$ cat config.mk
export PLATFORM = sky130hd
export DESIGN_NAME = uart_rx
export DESIGN_NICKNAME = d
export VERILOG_FILES = /design/src/rtl/uart_rx.sv
export SDC_FILE = /design/constraint.sdc
export NUM_CORES = 1
export LEC_CHECK = 0
export ABC_AREA = 1
export BUFFER_PORTS_ARGS = -buffer_cell sky130_fd_sc_hd__buf_4
export CAP_MARGIN = 20
export CORE_ASPECT_RATIO = 1.1
export CORE_MARGIN = 2
export CORE_UTILIZATION = 30
export CTS_BUF_LIST = sky130_fd_sc_hd__clkbuf_8 sky130_fd_sc_hd__clkbuf_16
export DETAILED_ROUTE_END_ITERATION = 6
export PLACE_DENSITY = 0.52
export SLEW_MARGIN = 40
export SYNTH_ARGS = -nofsm -noshare
export SYNTH_HDL_FRONTEND = slang
export SYNTH_SLANG_ARGS = --single-unit
$ cat constraint.sdc
create_clock -name clk -period 4.4 [get_ports clk]
set_input_delay 0.88 -clock clk [delete_from_list [all_inputs] [get_ports clk]]
set_output_delay 0.88 -clock clk [all_outputs]
set_load 0.05 [all_outputs]
$ cat src/rtl/uart_rx.sv
// 8N1 UART receiver: 16x oversampled with its own tick divider, mid-bit sampling,
// valid/ack handshake with sticky overrun and one-clock framing-error pulse.
module uart_rx #(
  parameter int freq     = 50000000,
  parameter int baudrate = 9600
) (
  input  logic       clk,
  input  logic       reset,
  input  logic       Serial_in,
  input  logic       rx_ack,
  output logic [7:0] RX_data,
  output logic       rx_valid,
  output logic       overrun,
  output logic       frame_err,
  output logic       rx_busy
);
  localparam int DIV = freq / (baudrate * 16);
  localparam int CW  = $clog2(DIV);

  typedef enum logic [2:0] {IDLE, START, DATA, STOP, WAIT_HIGH} state_t;

  state_t        state;
  logic [CW-1:0] div_cnt;
  logic          tick;
  logic          sync_1;
  logic          rxs;
  logic [3:0]    s;
  logic [2:0]    n;
  logic [7:0]    b;

  assign tick = (div_cnt == CW'(DIV - 1));

  always_ff @(posedge clk or posedge reset) begin
    if (reset) begin
      div_cnt <= '0;
      sync_1  <= 1'b1;
      rxs     <= 1'b1;
    end else begin
      div_cnt <= tick ? '0 : div_cnt + 1'b1;
      sync_1  <= Serial_in;
      rxs     <= sync_1;
    end
  end

  always_ff @(posedge clk or posedge reset) begin
    if (reset) begin
      state     <= IDLE;
      s         <= '0;
      n         <= '0;
      b         <= '0;
      RX_data   <= 8'h00;
      rx_valid  <= 1'b0;
      overrun   <= 1'b0;
      frame_err <= 1'b0;
      rx_busy   <= 1'b0;
    end else begin
      frame_err <= 1'b0;
      // Ack is applied first so a completing byte in the same cycle overrides it.
      if (rx_ack && rx_valid) begin
        rx_valid <= 1'b0;
        overrun  <= 1'b0;
      end
      if (tick) begin
        case (state)
          IDLE: begin
            if (!rxs) begin
              state   <= START;
              s       <= '0;
              rx_busy <= 1'b1;
            end
          end
          START: begin
            if (s == 4'd7) begin
              if (!rxs) begin
                state <= DATA;
                s     <= '0;
                n     <= '0;
              end else begin
                state   <= IDLE;
                rx_busy <= 1'b0;
              end
            end else begin
              s <= s + 4'd1;
            end
          end
          DATA: begin
            if (s == 4'd15) begin
              b <= {rxs, b[7:1]};
              s <= '0;
              if (n == 3'd7) state <= STOP;
              else           n     <= n + 3'd1;
            end else begin
              s <= s + 4'd1;
            end
          end
          STOP: begin
            if (s == 4'd15) begin
              if (rxs) begin
                RX_data  <= b;
                rx_valid <= 1'b1;
                if (rx_valid && !rx_ack) overrun <= 1'b1;
                state    <= IDLE;
                rx_busy  <= 1'b0;
              end else begin
                frame_err <= 1'b1;
                state     <= WAIT_HIGH;
              end
            end else begin
              s <= s + 4'd1;
            end
          end
          WAIT_HIGH: begin
            // A line held low must go high before a new start can be detected.
            if (rxs) begin
              state   <= IDLE;
              rx_busy <= 1'b0;
            end
          end
          default: begin
            state   <= IDLE;
            rx_busy <= 1'b0;
          end
        endcase
      end
    end
  end
endmodule

==> run summary, run 1 <==
The slowest stage of the critical path is the dfrtp_1 cell. The number of vias after detailed routing came out at 1673. The global router's overall resource usage is 11.96%. The number of gates given a new drive strength after cts came out at 0. The wire length on met2 is 1864 um. The most used flip-flop cell after synthesis is dfrtp_1.

The total of hold buffers inserted after clock tree synthesis came out at 0. The clock root buffer master is clkbuf_8. The power share of the sequential group came out at 59.2%. For hold timing, the worst endpoint is rxs. The proportion of total power due to net switching came out at 23.37%. The analysis attributes to cell leakage a power of 0.001277 uW. Sequential elements use 47.82% of the synthesized area. The kind of cell with the highest combined delay on the critical path is flip-flops. The count of buffers added on input and output ports is 15. The final weighted congestion in routability-driven placement came out at 0.7745.

The fraction of registers with async set/reset is 100.0%. The area overhead of the layout relative to synthesis is 13.03%. The number of detailed-routing iterations run before antenna repair came out at 4. The post-place setup slack is 2.775 ns.

The count of mapped cells out of synthesis came out at 267. The startpoint of the worst-slack reg-to-reg timing path is s[0]. The setup total negative slack is 0 ns.

The minimum clock period after layout came out at 1.788 ns. The power density normalized to cell area came out at 264.4 nW/um2. The share of total power in combinational logic came out at 2.6%. The number of endpoints with negative hold slack in the final report came out at 0. The critical hold path startpoint is sync_1. The total nets after synthesis came out at 276. For this run the aggregate overflow at the end of global routing stands at 0.

The transition time at the pin with the least slew margin came out at 0.5174 ns. The total power came out at 642.8 uW. The reg-to-reg setup timing slack came out at 2.77 ns. The met3 wirelength from detailed routing came out at 132 um. The TritonCTS clock tree is done. The endpoint identified for the worst register-to-register timing path is state[2]. The maximum level of the CTS H-tree came out at 2.

The number of global-route vias before repair came out at 1708. In this run the standard cell core region covers 6967 um2. The total internal power is 492.6 uW. The area of the mapped netlist is 2151 um2. The number of rows created at floorplan is 32. The final antenna-violating net count came out at 0. Across the routed clock network, the largest skew measured is 0.005723 ns. The floorplan step defined a die boundary enclosing 7863 um2.

The delay contributed by the slowest stage of the critical path is 0.42 ns. Each instance of the synthesized netlist takes up on average 8.055 um2. In the routed design, unresolved DRC markers number 0. The share of the clock period used by the worst path after layout is 40.63%.

The count of filler cells inserted in the layout is 763. The net switching power of the design is 150.2 uW. In this run, CTS created clock tree buffers numbering 5. The starting utilization of the core area came out at 30.87%. The tree built by TritonCTS fans out to 41 sinks. The aggregate routed wire length came out at 4119 um. The highest metal layer used by the detailed router is met4. The count of maximum capacitance violations came out at 0. The number of synthesized flops with an enable pin came out at 0.

The via count normalized by instance count is 4.497. After synthesis the netlist holds a flip-flop and latch count of 41. The share of total power in the clock network came out at 38.2%.

The relative max-transition margin is 65.51%. The worst ir drop on vdd is 0.1057 mV. The min-delay analysis places its worst path in the category reg2reg. During I/O placement, the number of pins put on the boundary was 16.

After detailed routing, the average wire length per cell comes to 11.07 um. The total number of nets in the final design came out at 295. The die outline width is 84.73 um. By startpoint and endpoint, the worst setup path is classified as reg2out.

The clock latency at the later pin of the worst-skew pair came out at 0.29 ns. The signal on the critical path passes through buf_4. The largest net degree at the start of global routing is 42. The netlist uses 25 different library cells. The ratio of cells with drive above 1 in the final layout is 17.77%. Yosys printed 0 warnings. Of all nets on the critical path, the largest fanout is 4.

The half-perimeter wire length of the detailed placement result came out at 2947 um. The count of routing violations after the opening detailed-route iteration is 81. The total setup violations reported at the end of the flow is 0. Setup slack closes at 2.612 ns. The die is 92.81 um tall. The first-pass GRT wire length is 7707 um. The detailed-routing wirelength on met1 is 2057 um. The number of diodes came out at 0.

The number of setup buffers added after CTS came out at 0. The hold path depth is 0. The clock transition at the registers of the reported paths came out at 0.08 ns. The longest clock path from root to sink contains 2 buffers. The required time at the endpoint of the critical path is 3.52 ns. The final standard cell utilization of the core is 34.90%. The count of cells along the worst register-to-register path is 8. Setup repair after global routing left no endpoint under its margin. Data on the critical path arrives at its endpoint at 0.91 ns. The number of pins with negative max-slew slack in the final report came to 0. The worst setup path is launched from a register.

The final hold slack came out at 0.3604 ns. The number of buffers and inverters on the critical path is 1. The peak clock frequency supported by timing came out at 0.5594 GHz. The number of antenna violations at the first check in global routing is 0. The flow ran to the end, and the final reports show no timing, DRC or antenna violations. STA classifies the critical path endpoint as an output pin.
synthesized netlist by cell type (all sizes together) (2+ instances only):
| cell | n | area share, % |
|---|---|---|
| nor2 | 32 | 6.5 |
| nand4 | 4 | 1.2 |
| nand3b | 4 | 1.4 |
| o21ai | 21 | 6.8 |
| ha | 5 | 2.9 |
| dfstp | 2 | 2.4 |
| a21oi | 4 | 0.93 |
| xor2 | 3 | 1.2 |
| buf | 4 | 1.5 |
| nand3 | 23 | 5.8 |
| inv | 33 | 5.8 |
| dfrtp | 39 | 45 |
| nand2 | 89 | 17 |
| o21bai | 2 | 0.70 |
worst max-delay path by stage:
stage | startpoint | end | slack, ns | cells past startpoint
final | rx_valid | rx_valid | 2.61 | 1
after global routing | s[0] | state[2] | 2.51 | 8
after CTS | rx_valid | rx_valid | 2.60 | 1
after detailed placement | div_cnt[0] | b[7] | 2.78 | 9
after global placement | div_cnt[0] | RX_data[5] | 2.77 | 9
after floorplan | reset | RX_data[0] | 2.58 | 1
state kept, by name (all words and copies together), names as in the netlist, named ones only:
name / cells
sync_1: 1
b: 8
RX_data: 8
frame_err: 1
rxs: 1
state: 3
s: 4
n: 3
div_cnt: 9
rx_valid: 1
rx_busy: 1
power groups by stage:
stage | Combinational (uW) | Sequential (uW) | Clock (uW)
2_1_floorplan | 8.79 | 389 | 0
3_3_place_gp | 17.4 | 388 | 0
3_5_place_dp | 17.7 | 388 | 0
4_1_cts | 17.7 | 381 | 261
5_1_grt | 19.4 | 381 | 273
6_report | 16.6 | 381 | 246
metal layers:
layer,vias up,global-route usage [%]
li1,880,-
met5,-,0
met1,764,15.98
met4,0,4.630
met2,25,18.90
met3,4,2.585
logic make-up after synthesis:
| logic type | count (synthesis) | synth area share [%] |
|---|---|---|
| buffers and inverters | 37 | 7.272 |
| AOI/OAI and AO/OA | 28 | 8.784 |
| adders and majority gates | 5 | 2.909 |
| DFF | 41 | 47.82 |
| and+or+nand+nor | 153 | 32.00 |
| xor gates and xnor gates | 3 | 1.222 |
layout by cell type (no fill, tap or decap):
master and count:
a21oi_1 4, nand3b_1 4, buf_4 16, nand3_1 21, nor2_4 2, o21ai_2 11
dfrtp_1 39, nand2_1 82, inv_1 32, nand2_2 5, ha_1 5, xor2_1 3
a21boi_0 1, nand2_4 2, inv_2 1, clkinv_2 2, o21ai_0 6, o21bai_1 2
dfstp_2 2, nand3_2 2, clkbuf_8 5, clkinvlp_4 1, o21ai_1 4, nor4_1 1
nand4_1 4, nor2_1 28, nor2_2 2
per-stage QoR:
| step | instances | area [um2] |
|---|---|---|
| 6_report | 372 | 2431 |
| 3_3_place_gp | 364 | 2345 |
| 5_1_grt | 372 | 2431 |
| 3_5_place_dp | 364 | 2345 |
| 4_1_cts | 372 | 2431 |
| 2_1_floorplan | 267 | 2151 |
final cells by class:
| type | instances | area (um2) | area share (%) |
|---|---|---|---|
| repair buffers | 16 | 120.1 | 4.941 |
| flip-flops and latches | 41 | 1028 | 42.31 |
| well taps | 85 | 106.4 | 4.375 |
| clock buffers | 5 | 68.82 | 2.831 |
| multi-input cells | 189 | 965.9 | 39.73 |
| inverters | 33 | 123.9 | 5.095 |
| clock inverters | 3 | 17.52 | 0.7205 |
Power figures use the tool's default switching activity.
==> run 2, diff against run 1 <==
- clock period: 4.4 -> 1.7 ns (I/O delays scaled with it)
==> run 2 against run 1 <==
- clock-buffer cell count unchanged
- die area unchanged
- clock skew rose by 0.0033 ns
- design area rose by 6.3%
- worst hold slack worse by 0.28 ns
- cell count rose by 3.0%
- core utilization rose by 2.2 points
- sequential share of layout area is 2.5 points lower
==> run summary, run 2 (synthesis results as in run 1) <==
The minimum clock period after layout is 1.588 ns. The area of the die came out at 7863 um2 (unchanged). The via count normalized by instance count is 4.483 (-0.32%). The count of routing violations after the opening detailed-route iteration is 76 (-6.2%). The post-detailed-route wirelength per cell is 10.64 um (-3.9%).

The starting utilization of the core area is 30.87% (unchanged). The die outline width came out at 84.73 um (unchanged). Leaving out fill and tap cells, the most frequent cell in the layout is nand2_1. The total of hold buffers inserted after clock tree synthesis came out at 0 (unchanged).

The number of detailed-routing iterations run before antenna repair came out at 4 (unchanged). The data arrival time of the worst path came out at 1.78 ns (+0.87 ns). The final critical-path setup slack came to 0.1116 ns (-2.501 ns). STA classifies the critical path startpoint as a register. The ratio of cells with drive above 1 in the final layout is 23.49% (+5.7 points). The root buffer cell chosen for the clock tree is clkbuf_8. The die extent in y came out at 92.81 um (unchanged). The final weighted congestion in routability-driven placement came out at 0.8065 (+4.1%). The global router's overall resource usage is 11.43% (-0.53 points). The reg-to-reg setup timing slack came out at 0.11 ns (-2.66 ns). The first-pass GRT wire length is 7279 um (-5.6%).

The number of antenna violations at the first check in global routing is 0 (unchanged). The count of maximum capacitance violations came out at 0 (unchanged). The power density normalized to cell area is 665.3 nW/um2 (+150%). The post-place setup slack was 0.09513 ns (-2.680 ns). The total number of nets in the final design is 306 (+3.7%). The worst ir drop on vdd is 0.3188 mV (+200%).

The final hold slack is 0.08515 ns (-0.2752 ns). Setup repair after global routing could not meet its margin everywhere. The final antenna-violating net count is 0 (unchanged). TritonCTS built the clock tree. In the final layout, the registers with the most flip-flops are div_cnt (9), RX_data (8), b (8). The maximum level of the CTS H-tree is 2 (unchanged).

The required time at the endpoint of the critical path came out at 1.90 ns (-1.62 ns). The maximum count of clock buffers along a single path came to 2 (unchanged). The number of pins with negative max-slew slack in the final report is 0 (unchanged). The number of remaining DRC errors was 0 (unchanged). The number of diodes is 0 (unchanged). The total clock buffers created by CTS came to 5 (unchanged).

The count of cells along the worst register-to-register path is 10 (+2). The clock transition at the registers of the reported paths came out at 0.09 ns (about the same). From synthesis to final layout, the design area changed by 20.13%. The transition time at the pin with the least slew margin is 0.3132 ns (-0.2042 ns). The relative max-transition margin is 78.90% (+13 points). The endpoint identified for the worst register-to-register timing path is b[1]. The standby leakage power is 0.001302 uW (+1.9%). The startpoint of the worst-slack reg-to-reg timing path is div_cnt[1]. The number of global-route vias before repair came to 1583 (-7.3%). Of the available clock period, the critical path in the final layout requires 93.44%. The half-perimeter wire length of the detailed placement result is 2890 um (-1.9%).

The largest net degree at the start of global routing is 42 (unchanged). The number of placed cells counting well taps came out at 370 (+1.6%). In the layout the commonest cells are nand2_1, dfrtp_1, inv_1. The number of flip-flops under the largest register name came to 9 (unchanged). The total setup violations reported at the end of the flow came out at 0 (unchanged).

The total power is 1719 uW (+170%). The clock latency at the later pin of the worst-skew pair is 0.30 ns (about the same). The register with the most flip-flops in the final layout is div_cnt.

The peak clock frequency supported by timing is 0.6296 GHz. The worst hold path belongs to the class in2async. The number of standard cells in the final layout excluding fillers came out at 383 (+3.0%).

The remaining global-route overflow is 0 (unchanged). The number of vias after detailed routing came out at 1717 (+2.6%). The count of buffers inserted at the top-level ports came out at 15 (unchanged). The area of the placeable core came out at 6967 um2 (unchanged). The kind of capture point of the worst setup path is a register. The flow ran to the end, and the final reports show no timing, DRC or antenna violations. The number of endpoints with negative hold slack in the final report came out at 0 (unchanged). The number of rows created at floorplan is 32 (unchanged).

The number of sinks driven by the clock tree was 41 (unchanged). The setup path with the least slack is of type reg2reg. The setup clock skew after layout is 0.009063 ns (+0.003339 ns). The count of filler cells inserted in the layout is 742 (-2.8%). The worst-path maximum fanout came out at 16 (+12).

The aggregate routed wire length came out at 4075 um (-1.1%). The I/O pin total is 16 (unchanged).
## run 2: what timing repair did
item / 4_1_cts / 5_1_grt
setup endpoints to repair: 0 / 27
buffers inserted: 0 / 5
gates resized for setup: 0 / 10
## run 2: how the worst max path moves through the flow
stage,from,end,slack (ns),depth (start not counted)
2_1_floorplan,div_cnt[0],RX_data[1],0.18,10
3_3_place_gp,div_cnt[1],RX_data[5],0.1,9
3_5_place_dp,div_cnt[1],RX_data[5],0.1,9
4_1_cts,s[1],state[0],0.05,8
5_1_grt,div_cnt[1],RX_data[7],-0.006,10
6_report,div_cnt[1],b[1],0.11,10
## run 2: final cells by class
| type | instances | area, um2 | share of cell area, % |
|---|---|---|---|
| multi-input combinational | 189 | 1003 | 38.84 |
| clock buffer | 5 | 68.82 | 2.663 |
| inverter | 33 | 123.9 | 4.794 |
| tap | 85 | 106.4 | 4.116 |
| timing repair buffer | 27 | 227.7 | 8.814 |
| clock inverter | 3 | 25.02 | 0.9685 |
| sequential | 41 | 1028 | 39.81 |
## run 2: per-stage QoR
| step | setup TNS (ns) | cell area (um2) | util, % |
|---|---|---|---|
| after floorplan | 0 | 2151 | - |
| after CTS | 0 | 2496 | 35.83 |
| after detailed placement | 0 | 2402 | 34.48 |
| after global routing | -0.01223 | 2584 | 37.09 |
| final | 0 | 2584 | 37.09 |
| after global placement | 0 | 2402 | 34.48 |
## run 2: power by group
| group | internal (uW) | switching (uW) |
|---|---|---|
| combinational | 15.4 | 36.0 |
| clock | 297 | 389 |
| sequential | 980 | 1.77 |
| total | 1290 | 426 |
## run 2: critical path, stage by stage (launching register included)
cell and delay [ns]:
dfrtp_1 0.40, inv_1 0.06, ha_1 0.15, nand2_1 0.06
nor2_1 0.11, nand2_2 0.15, nor2_4 0.16, buf_12 0.14
nand2_8 0.10, nand2_1 0.11, o21ai_2 0.05
## run 2: layer usage
layer	vias to the layer above	track usage (%)	routed length (um)
met3	8	2.763	168
met5	-	0	0
met2	33	16.86	1753
li1	899	-	-
met4	0	5.423	89
met1	777	15.66	2063
==> run 3, diff against run 2 <==
- CORE_UTILIZATION: 30 -> 59
- PLACE_DENSITY: 0.52 -> 0.84
==> run 3 against run 2 <==
- worst hold slack gained 0.058 ns
- die area shrank 47%
- clock-buffer cell count is the same
- sequential share of layout area grew 1.2 points
- global-route usage grew 10 points
- cell count shrank 10%
- fmax shrank 0.49%
- first-iteration DRC count grew 47%
- core utilization grew 33 points
- total power shrank 3.4%
- register-to-register slack is essentially flat
- clock power shrank 7.9%
- critical path type unchanged
- critical endpoint is now state[1]
==> run summary, run 3 (synthesis results as in run 1) <==
The run finished with clean final reports. The number of vias after detailed routing is 1756 (+2.3%). The final antenna-violating net count came to 0 (unchanged). The capturing point of the worst reg2reg path is state[1]. The number of detailed-routing iterations run before antenna repair is 5 (+1).

The maximum level of the CTS H-tree is 2 (unchanged). The minimum clock period after layout is 1.596 ns (+0.007778 ns). The data arrival time of the worst path is 1.79 ns (about the same).

The starting utilization of the core area came out at 60.27% (+29 points). The reg-to-reg setup timing slack was 0.10 ns (about the same). The die extent in y came out at 67.33 um (-27%). The area of all sequential standard cells is 1028 um2 (unchanged). The total setup violations reported at the end of the flow was 0 (unchanged).

The critical setup path kind is reg2reg. The maximum count of clock buffers along a single path was 2 (unchanged). The top cell types in the final layout, fill and taps aside, are nand2_1, dfrtp_1, inv_1. The standby leakage power is 0.001293 uW (-0.66%). The aggregate routed wire length came out at 4097 um (+0.54%). The final weighted congestion in routability-driven placement was 0.9311 (+15%).

The count of filler cells inserted in the layout is 286 (-61%). The count of maximum capacitance violations is 0 (unchanged). The power density normalized to cell area came out at 662.7 nW/um2 (-0.39%).

The startpoint of the worst-slack reg-to-reg timing path is div_cnt[0]. The die outline width came out at 61.57 um (-27%). The transition time at the pin with the least slew margin is 0.4918 ns (+0.1786 ns). TritonCTS built the clock tree. In this run the worst hold path is classified as in2reg. The worst-path maximum fanout came out at 4 (-12).

For hold timing, the worst endpoint is sync_1. The cell sitting at the root of the clock tree is a clkbuf_8. The most common cell after layout, fill and taps aside is nand2_1. The worst setup path is captured at a register.

The worst ir drop on vdd is 0.4827 mV (+51%). The required time at the endpoint of the critical path came out at 1.89 ns (about the same). The share of the clock period used by the worst path after layout came out at 93.89% (+0.46 points). The clock latency at the later pin of the worst-skew pair came out at 0.30 ns (about the same).

From synthesis to final layout, the design area changed by 16.52%. The relative max-transition margin was 67.21% (-12 points). The total clock buffers created by CTS came out at 5 (unchanged). The largest registers in the layout are div_cnt (9), RX_data (8), b (8). The setup clock skew after layout came to 0.007740 ns (-0.001323 ns). The number of diodes came out at 0 (unchanged). The number of pins with negative max-slew slack in the final report came to 0 (unchanged). The count of routing violations after the opening detailed-route iteration is 112 (+47%). The total number of nets in the final design is 302 (-1.3%). The I/O pin total came out at 16 (unchanged). The remaining global-route overflow came out at 0 (unchanged).

The area of the placeable core is 3568 um2 (-49%). The number of sinks driven by the clock tree is 41 (unchanged). The global router's overall resource usage came out at 21.86% (+10 points). The largest net degree at the start of global routing is 42 (unchanged). The placement-stage cell area is 2323 um2 (-3.3%). The nature of the critical path startpoint is a register. The peak clock frequency supported by timing came out at 0.6265 GHz (-0.49%). The number of global-route vias before repair came out at 1561 (-1.4%). The number of endpoints with negative hold slack in the final report came out at 0 (unchanged). The worst hold path begins at Serial_in. The count of cells along the worst register-to-register path came out at 8 (-2). The number of antenna violations at the first check in global routing was 0 (unchanged). The final design instance area without fill is 2506 um2 (-3.0%).

The total of hold buffers inserted after clock tree synthesis came to 0 (unchanged). The number of rows created at floorplan came out at 23 (-28%). The number of remaining DRC errors came out at 0 (unchanged). The area of the multi-input gates came out at 1016 um2 (+1.2%). The final hold slack is 0.1430 ns (+0.05780 ns).

The post-detailed-route wirelength per cell came out at 11.91 um (+12%). The ratio of cells with drive above 1 in the final layout came out at 21.77% (-1.7 points). The clock transition at the registers of the reported paths is 0.08 ns (about the same).

Along the worst hold path, the cell count comes to 1. The area of the die came out at 4145 um2 (-47%). The count of buffers inserted at the top-level ports came out at 15 (unchanged). The number of flip-flops under the largest register name came out at 9 (unchanged). The half-perimeter wire length of the detailed placement result came out at 2810 um (-2.8%). The first-pass GRT wire length came out at 6658 um (-8.5%).

The register bank with the most flops is div_cnt. The via count normalized by instance count was 5.105 (+14%).
## run 3: cell count changes in the layout (fill, tap and decap cells not counted), moves of 2 or more
cell | before | now
buf_4 | 25 | 21
nand2_1 | 77 | 82
clkinv_2 | 0 | 2
nand2_2 | 10 | 4
nor2_1 | 26 | 24
## run 3: timing repair
| action | CTS | global route |
|---|---|---|
| resized for setup | 0 | 12 |
| endpoints found under the setup margin | 0 | 25 |
| buffers inserted | 0 | 4 |
## run 3: critical path, stage by stage (launching register included)
cell and delay (ns):
dfrtp_1 0.42, inv_1 0.07, ha_2 0.17, nand3_1 0.07, nand3b_1 0.29, nor2_2 0.22
nand2_1 0.13, nand2_1 0.07, nand2_1 0.05
## run 3: power breakdown
group          switching (uW)  internal, uW
Sequential               1.77           980
Combinational            35.4          12.2
Clock                     348           283
## run 3: how the worst max path moves through the flow
stage | start | endpoint | cells past startpoint | slack [ns]
after floorplan | div_cnt[0] | RX_data[1] | 10 | 0.18
final | div_cnt[0] | state[1] | 8 | 0.10
after global placement | div_cnt[0] | RX_data[5] | 9 | 0.1
after global routing | s[1] | state[2] | 8 | -0.01
after detailed placement | div_cnt[0] | RX_data[4] | 9 | 0.03
after CTS | div_cnt[0] | RX_data[4] | 9 | 0.03
## run 3: area by class of cell
type / count / area share (%)
timing repair buffer: 23 / 7.539
clock inverter: 3 / 0.6990
clock buffer: 5 / 2.746
sequential: 41 / 41.04
inverter: 33 / 4.943
tap: 50 / 2.496
multi-input combinational: 189 / 40.54
## run 3: per-layer routing
metal  vias up  track usage (%)  share of wire, %
met1       800            28.10                44
met2        54            34.21                49
met5         -                0                 0
met4         0            9.574               1.7
li1        897                -                 -
met3         5            5.939               5.1
## run 3: metrics by stage
stage	setup TNS (ns)	total power [uW]	utilization (%)	cells	setup slack, ns
2_1_floorplan	0	1031	-	267	0.1810
3_5_place_dp	0	1049	65.11	332	0.03409
5_1_grt	-0.02843	1737	70.23	344	-0.01500
6_report	0	1661	70.23	344	0.1038
4_1_cts	0	1682	67.53	340	0.02607
3_3_place_gp	0	1049	65.11	332	0.09717
